$ cat src/rtl/fetch_sequencer.sv
// fetch_sequencer: fetches a 16-bit instruction as two byte reads addressed by PC.
// It loads the low byte, then the high byte, into the IR, and increments PC after each byte.
// The completed instruction goes to the decode/execute controller over a valid/ack handshake.
// MEM_WAIT (0..15) adds extra wait cycles before each byte load.
module fetch_sequencer #(
  parameter int unsigned MEM_WAIT = 0,
  parameter int unsigned CNT_W    = 16
) (
  input  logic             CLK,
  input  logic             RESET_N,
  input  logic             Run,
  input  logic             Stall,
  input  logic             InstrAck,
  output logic             MemRd,
  output logic [1:0]       ARF_OutBSel,
  output logic [1:0]       ARF_FunSel,
  output logic [3:0]       ARF_RegSel,
  output logic             IR_En,
  output logic             IR_LH,
  output logic [1:0]       IR_FunSel,
  output logic             InstrValid,
  output logic             Busy,
  output logic [CNT_W-1:0] FetchCount
);

  localparam int unsigned WCNT_W = 4;
  localparam logic [WCNT_W-1:0] WAIT_LAST = WCNT_W'(MEM_WAIT);

  localparam logic [1:0] OUTB_PC  = 2'b11;
  localparam logic [1:0] ARF_INC  = 2'b11;
  localparam logic [1:0] IR_LOAD  = 2'b01;
  localparam logic [3:0] REGS_OFF = 4'b1111;
  localparam logic [3:0] REGS_PC  = 4'b1110;

  typedef enum logic [1:0] {
    S_IDLE     = 2'd0,
    S_FETCH_LO = 2'd1,
    S_FETCH_HI = 2'd2,
    S_VALID    = 2'd3
  } state_t;

  state_t             r_state;
  logic [WCNT_W-1:0]  r_wcnt;
  logic [CNT_W-1:0]   r_fetch_count;

  logic w_fetching;
  logic w_last_wait;
  logic w_load;

  assign w_fetching  = (r_state == S_FETCH_LO) || (r_state == S_FETCH_HI);
  assign w_last_wait = (r_wcnt == WAIT_LAST);
  // A byte is loaded only in the final wait cycle and only when not stalled.
  assign w_load      = w_fetching && w_last_wait && !Stall;

  // State, wait counter and retired-fetch counter; Stall freezes everything.
  always_ff @(posedge CLK or negedge RESET_N) begin
    if (!RESET_N) begin
      r_state       <= S_IDLE;
      r_wcnt        <= '0;
      r_fetch_count <= '0;
    end else if (!Stall) begin
      case (r_state)
        S_IDLE: begin
          if (Run) begin
            r_state <= S_FETCH_LO;
            r_wcnt  <= '0;
          end
        end
        S_FETCH_LO: begin
          if (w_last_wait) begin
            r_state <= S_FETCH_HI;
            r_wcnt  <= '0;
          end else begin
            r_wcnt <= r_wcnt + WCNT_W'(1);
          end
        end
        S_FETCH_HI: begin
          if (w_last_wait) begin
            r_state <= S_VALID;
            r_wcnt  <= '0;
          end else begin
            r_wcnt <= r_wcnt + WCNT_W'(1);
          end
        end
        S_VALID: begin
          if (InstrAck) begin
            r_fetch_count <= r_fetch_count + CNT_W'(1);
            r_state       <= Run ? S_FETCH_LO : S_IDLE;
            r_wcnt        <= '0;
          end
        end
        default: begin
          r_state <= S_IDLE;
          r_wcnt  <= '0;
        end
      endcase
    end
  end

  // Moore decode from the registered state; Stall only masks the load enables.
  always_comb begin
    ARF_OutBSel = OUTB_PC;
    ARF_FunSel  = ARF_INC;
    IR_FunSel   = IR_LOAD;
    MemRd       = w_fetching;
    IR_En       = w_load;
    IR_LH       = (r_state == S_FETCH_HI);
    ARF_RegSel  = w_load ? REGS_PC : REGS_OFF;
    InstrValid  = (r_state == S_VALID);
    Busy        = (r_state != S_IDLE);
    FetchCount  = r_fetch_count;
  end

endmodule

$ cat config.mk
export PLATFORM = sky130hd
export DESIGN_NAME = fetch_sequencer
export DESIGN_NICKNAME = d
export VERILOG_FILES = /design/src/rtl/fetch_sequencer.sv
export SDC_FILE = /design/constraint.sdc
export NUM_CORES = 1
export LEC_CHECK = 0
export ABC_CLOCK_PERIOD_IN_PS = 3400
export CAP_MARGIN = 20
export CORE_ASPECT_RATIO = 0.6
export CORE_UTILIZATION = 50
export CTS_CLUSTER_SIZE = 12
export DETAILED_ROUTE_END_ITERATION = 6
export DONT_BUFFER_PORTS = 1
export SYNTH_ARGS = -nofsm -noshare
export SYNTH_HDL_FRONTEND = slang
export SYNTH_SLANG_ARGS = --single-unit
$ cat constraint.sdc
create_clock -name CLK -period 3.4 [get_ports CLK]
set_clock_uncertainty 0.2 [all_clocks]
set_input_delay 0.51 -clock CLK [delete_from_list [all_inputs] [get_ports CLK]]
set_output_delay 0.51 -clock CLK [all_outputs]
set_load 0.02 [all_outputs]
==> impl_metrics.toml, run 1 <==
[status]
status = "completed"

[timing]
post-route-period-util = 0.811
drv_slew = 0
slew_headroom = 0.590
rsz0062_at_grt = "no"
holdWs_ps = 248
fmax_mhz = 363
fin_ws_ps = 643
setup_viol = 0
min_period_ps = 2760
tightest_slew_ps = 611
hold_viol = 0
setup_total_negative_slack_ps = 0

[pwr]
vdd_drop_max_v = 0.000380
p_leak_nw = 0.689
p_per_area_mw_per_mm2 = 653
power_mw = 0.852

[clocking]
postCtsSetupBuffers = 0
numCtsBuffers = 3
cts.repair.resized = 0
clk_pin_slew_worst_paths_ps = 70
clk_path_buf_depth = 2
cts-root-buf = "clkbuf_8"
clock_latency_ps = 250
cts_tree = "built"
clock_sinks = 22
cts_max_level = 1

[worst_setup_path]
crit_buf_inv = 3
critPathSlowestCell = "ha_1"
slowest_delay_ps = 500
cp.depth = 5
crit_family = "adder cells"
required_ps = 2690
setup.worst_path.class = "reg2out"
cp_cell_sequence = "inv_1, ha_1, inv_1, or3_1, inv_1"
crit_arrival_ps = 2050
cp_max_fo = 6
crit_path_start_kind = "flop"
rr_worst_depth = 5
r2r_setup_slack_ps = 1070
cp-end-kind = "output port"
cpMostUsedCell = "inv_1"

[floorplanning]
dieArea_mm2 = 0.00273
rows = 13
die_w_um = 66.7
coreArea_mm2 = 0.00226
num_io_pins = 36
initial_core_util = 0.556
die_y_um = 40.8

[grt]
overflow = 0
grt_pass1_vias = 706
grt_pass1_wl_um = 3220
antenna_found_initial = 0
grt_max_degree = 23
grt_usage = 0.168

[place]
port_buffers = 0
dp_hpwl_um = 1540
place_congestion = 0.779
dp_cells = 143
pre_cts_ws_ps = 914
place_area_mm2 = 0.00124

[synthesis]
yosysUniqueCellTypes = 35
synth_flop_cell = "dfrtp_1"
yosysWarnings = 0
ys_seq_elements = 22
seq_area_frac_synth = 0.438
async_flop_share = 1.00
syn_inst = 116
syn_area_mm2 = 0.00126
syn_avg_cell_area_um2 = 10.8
synth-edff-count = 0

[layout]
area_growth_pct = 3.78
fin_util = 0.577
nNetsFinal = 133
antenna_cells = 0
stdcell_count = 148
fin_area_mm2 = 0.00131
drive_gt1_frac = 0.110

[routing]
routed_via_density = 5.17
first_pass_iters = 4
routedWlPerCell_um = 13.6
routed_wl_um = 2020
drc = 0
drt-initial-drc-count = 38
antenna_left = 0
vias = 765

[min_path]
hold_path.class = "in2reg"
hold_depth = 2

[run]
max_cap_viol_count = 0
state kept, by name, summed over array words and instances (netlist names):
register and flops:
FetchCount 16, r_state 2, r_wcnt 4
worst paths after layout:
path                                         from                          to
setup / recovery           r_state[1]$_DFFE_PN0P_                       IR_En
hold / removal                           InstrAck   FetchCount[2]$_DFFE_PN0P_
setup reg to reg           r_state[0]$_DFFE_PN0P_       r_wcnt[3]$_DFFE_PN0P_
hold reg to reg             r_wcnt[3]$_DFFE_PN0P_       r_wcnt[3]$_DFFE_PN0P_
max in group asynchronous                 RESET_N  FetchCount[11]$_DFFE_PN0P_
min in group asynchronous                 RESET_N      r_state[1]$_DFFE_PN0P_
cells in the final DEF, fill, tap and decap left out, types with 6 or more instances in the layout:
cell type,instances
nand3_1,6
xor2_1,8
ha_1,8
inv_1,8
nand2_1,8
xnor2_1,7
dfrtp_1,22
conb_1,9
kinds of logic after synthesis:
logic type | count (synthesis) | share of synthesized area
AND/OR/NAND/NOR | 39 | 0.198
multiplexers | 2 | 0.0169
flip-flops | 22 | 0.438
adder cells (fa/ha/maj) | 8 | 0.0796
AO/OA/AOI/OAI | 10 | 0.0707
XOR/XNOR | 15 | 0.104
other | 2 | 0.00597
buffers and inverters | 18 | 0.0866
synth_stat cells, types with 2 or more instances:
| library cell | number | share of area |
|---|---|---|
| dfrtp_1 | 22 | 0.44 |
| buf_4 | 9 | 0.054 |
| ha_1 | 8 | 0.080 |
| inv_1 | 8 | 0.024 |
| nand2_1 | 8 | 0.024 |
| xor2_1 | 8 | 0.056 |
| xnor2_1 | 7 | 0.049 |
| nand3_1 | 6 | 0.024 |
| and3_1 | 4 | 0.020 |
| nor2_1 | 4 | 0.012 |
| o21ai_0 | 4 | 0.016 |
| conb_1 | 2 | 0.0060 |
| nand4_1 | 2 | 0.0099 |
| nor2b_1 | 2 | 0.0099 |
| nor3_1 | 2 | 0.0080 |
final cells by class:
class,count,area (µm²)
tap,30,37.5
inverter,8,30.0
timing repair buffer,2,21.3
multi-input combinational,83,624
sequential,22,551
fill,205,956
clock buffer,3,41.3
repair_timing:
item / CTS / global route
setup endpoints to repair: 0 / 0
hold buffers: 1 / 0
endpoints found under the hold margin: 22 / 0
report_power, final:
part / internal [mW] / leakage (nW) / switching, mW / total [mW]
Clock: 0.0787 / 0.0216 / 0.0730 / 0.152
Sequential: 0.303 / 0.293 / 0.0794 / 0.382
Combinational: 0.106 / 0.374 / 0.212 / 0.319
Total: 0.488 / 0.689 / 0.365 / 0.852
worst reg2reg max path: stages, from the launching register on:
cell,delay (ps)
dfrtp_1,410
ha_1,370
nor2b_1,240
nor3_1,520
nand3_1,240
o31ai_1,260
routing by layer:
layer	vias up	wire length, µm	GRT usage
li1	381	-	-
met1	359	1070	0.238
met2	23	809	0.245
met3	2	132	0.0722
met4	0	6	0.0160
met5	-	0	0
No activity file was read; power rests on OpenSTA's default activity.
==> run 2, diff against run 1 <==
--- a/config.mk
+++ b/config.mk
@@ -5,13 +5,14 @@
 export SDC_FILE = /design/constraint.sdc
 export NUM_CORES = 1
 export LEC_CHECK = 0
-export ABC_CLOCK_PERIOD_IN_PS = 3400
+export ABC_CLOCK_PERIOD_IN_PS = 2350
 export CAP_MARGIN = 20
 export CORE_ASPECT_RATIO = 0.6
 export CORE_UTILIZATION = 50
 export CTS_CLUSTER_SIZE = 12
 export DETAILED_ROUTE_END_ITERATION = 6
 export DONT_BUFFER_PORTS = 1
+export PLACE_DENSITY = 0.68
 export SYNTH_ARGS = -nofsm -noshare
 export SYNTH_HDL_FRONTEND = slang
 export SYNTH_SLANG_ARGS = --single-unit
==> constraint.sdc (replaced) <==
create_clock -name CLK -period 2.35 [get_ports CLK]
set_clock_uncertainty 0.2 [all_clocks]
set_input_delay 0.3525 -clock CLK [delete_from_list [all_inputs] [get_ports CLK]]
set_output_delay 0.3525 -clock CLK [all_outputs]
set_load 0.02 [all_outputs]
==> run 2 against run 1 <==
Net effect:
- register-to-register slack worse by 890 ps
- combinational power up 76%
- final cell count rose by 5.4%
- first-iteration DRC count down 16%
- critical endpoint is now ARF_RegSel[0]
- wire length grew 12%
- critical path depth is the same
- design area increased by 5.5%
- via count rose by 6.1%
- hold slack got worse by 160 ps
==> impl_metrics.toml, run 2 (synthesis results as in run 1) <==
[place]
place_congestion = 0.725
port_buffers = 0
pre_cts_ws_ps = 158
dp_hpwl_um = 1640

[floorplanning]
num_io_pins = 36
dieArea_mm2 = 0.00273
die_y_um = 40.8
die_w_um = 66.7
rows = 13
initial_core_util = 0.556
coreArea_mm2 = 0.00226

[worst_setup_path]
cp-end-kind = "output port"
setup.worst_path.class = "reg2out"
crit_path_start_kind = "flop"
required_ps = 1800
cp_max_fo = 3
reg2reg_from = "r_state[0]$_DFFE_PN0P_"
crit_start = "r_wcnt[0]$_DFFE_PN0P_"
crit_arrival_ps = 1760

[grt]
grt_pass1_wl_um = 3400
grt_usage = 0.182
antenna_found_initial = 0
grt_max_degree = 23
grt_pass1_vias = 733
overflow = 0

[layout]
nNetsFinal = 141
area_growth_pct = 9.45
drive_gt1_frac = 0.190
seq_area_um2 = 551
largest_reg_flops = 16
final_common_cell = "dfrtp_1"
multi_input_area_um2 = 632
antenna_cells = 0
layout_common_cells = "dfrtp_1, conb_1"
nFillCells = 189

[min_path]
hold_path.class = "in2reg"
min_from = "InstrAck"

[routing]
routed_via_density = 5.21
vias = 812
routed_wl_um = 2270
first_pass_iters = 4
drc = 0
drt-initial-drc-count = 32
antenna_left = 0
routedWlPerCell_um = 14.5

[clocking]
numCtsBuffers = 3
clk_pin_slew_worst_paths_ps = 80
cts-root-buf = "clkbuf_8"
clock_latency_ps = 260
cts_max_level = 1
cts_tree = "built"
clock_sinks = 22
clk_path_buf_depth = 2

[pwr]
p_per_area_mw_per_mm2 = 976
vdd_drop_max_v = 0.000785
p_leak_nw = 0.730

[timing]
fin_ws_ps = 37.6
post-route-period-util = 0.984
drv_slew = 0
setup_viol = 0
fmax_mhz = 432
tightest_slew_ps = 591
slew_headroom = 0.603
holdWs_ps = 84.6
hold_viol = 0
min_period_ps = 2310

[status]
status = "completed"

[run]
max_cap_viol_count = 0
-- run 2: changes by cell type in the layout (fill, tap and decap cells not counted) --
| cell | delta |
|---|---|
| inv_2 | +2 |
| buf_6 | -1 |
| or3_4 | +1 |
| buf_4 | +8 |
| or3b_2 | -1 |
| inv_1 | -2 |
| buf_8 | +1 |
| or3b_4 | +1 |
| or3_1 | -1 |
-- run 2: repair_timing --
item	CTS	global route
setup buffers	1	3
hold buffers	1	0
gates resized for setup	1	3
pin swaps	0	0
endpoints found under the hold margin	22	0
gates cloned	0	0
endpoints found under the setup margin	2	2
-- run 2: final timing paths --
path,slack (ps),end,cells past startpoint
setup reg to reg,180,r_state[0]$_DFFE_PN0P_,6
hold reg to reg,290,r_wcnt[3]$_DFFE_PN0P_,1
max in group asynchronous,1460,FetchCount[3]$_DFFE_PN0P_,2
min in group asynchronous,130,r_wcnt[2]$_DFFE_PN0P_,1
hold / removal,80,FetchCount[2]$_DFFE_PN0P_,2
setup / recovery,40,ARF_RegSel[0],5
-- run 2: report_power, final --
part           switching [mW]  internal, mW  total, mW
registers               0.116         0.438      0.554
logic                   0.333         0.227      0.560
clock network           0.116         0.114      0.230
total                   0.565         0.779       1.34
-- run 2: routing by layer --
metal,track usage,wire length [µm],vias up,part of all wire
met2,0.268,952,26,0.42
met4,0.0319,7,0,0.0031
met5,0,0,-,0
li1,-,-,392,-
met3,0.0806,145,2,0.064
met1,0.250,1160,392,0.51
-- run 2: critical path, cell delays in order (launching register included) --
cell and delay [ps]:
dfrtp_1 400, inv_2 70, ha_1 140, or3b_4 390
or3_4 340, buf_4 160
-- run 2: cell type report --
class / count / share of cell area
Multi-Input combinational cell: 83 / 0.459
Tap cell: 30 / 0.0273
Sequential cell: 22 / 0.400
Inverter: 8 / 0.0218
Clock buffer: 3 / 0.0300
Timing Repair Buffer: 10 / 0.0618
-- run 2: through the flow --
step / total power, mW / instances / utilization / setup TNS (ps) / instance area, µm²
3_5_place_dp: 1.06 / 147 / 0.563 / 0 / 1270
3_3_place_gp: 1.05 / 147 / 0.563 / 0 / 1270
4_1_cts: 1.31 / 152 / 0.590 / 0 / 1330
5_1_grt: 1.44 / 156 / 0.609 / -12.6 / 1380
2_1_floorplan: 0.944 / 123 / - / 0 / 1280
6_report: 1.34 / 156 / 0.609 / 0 / 1380
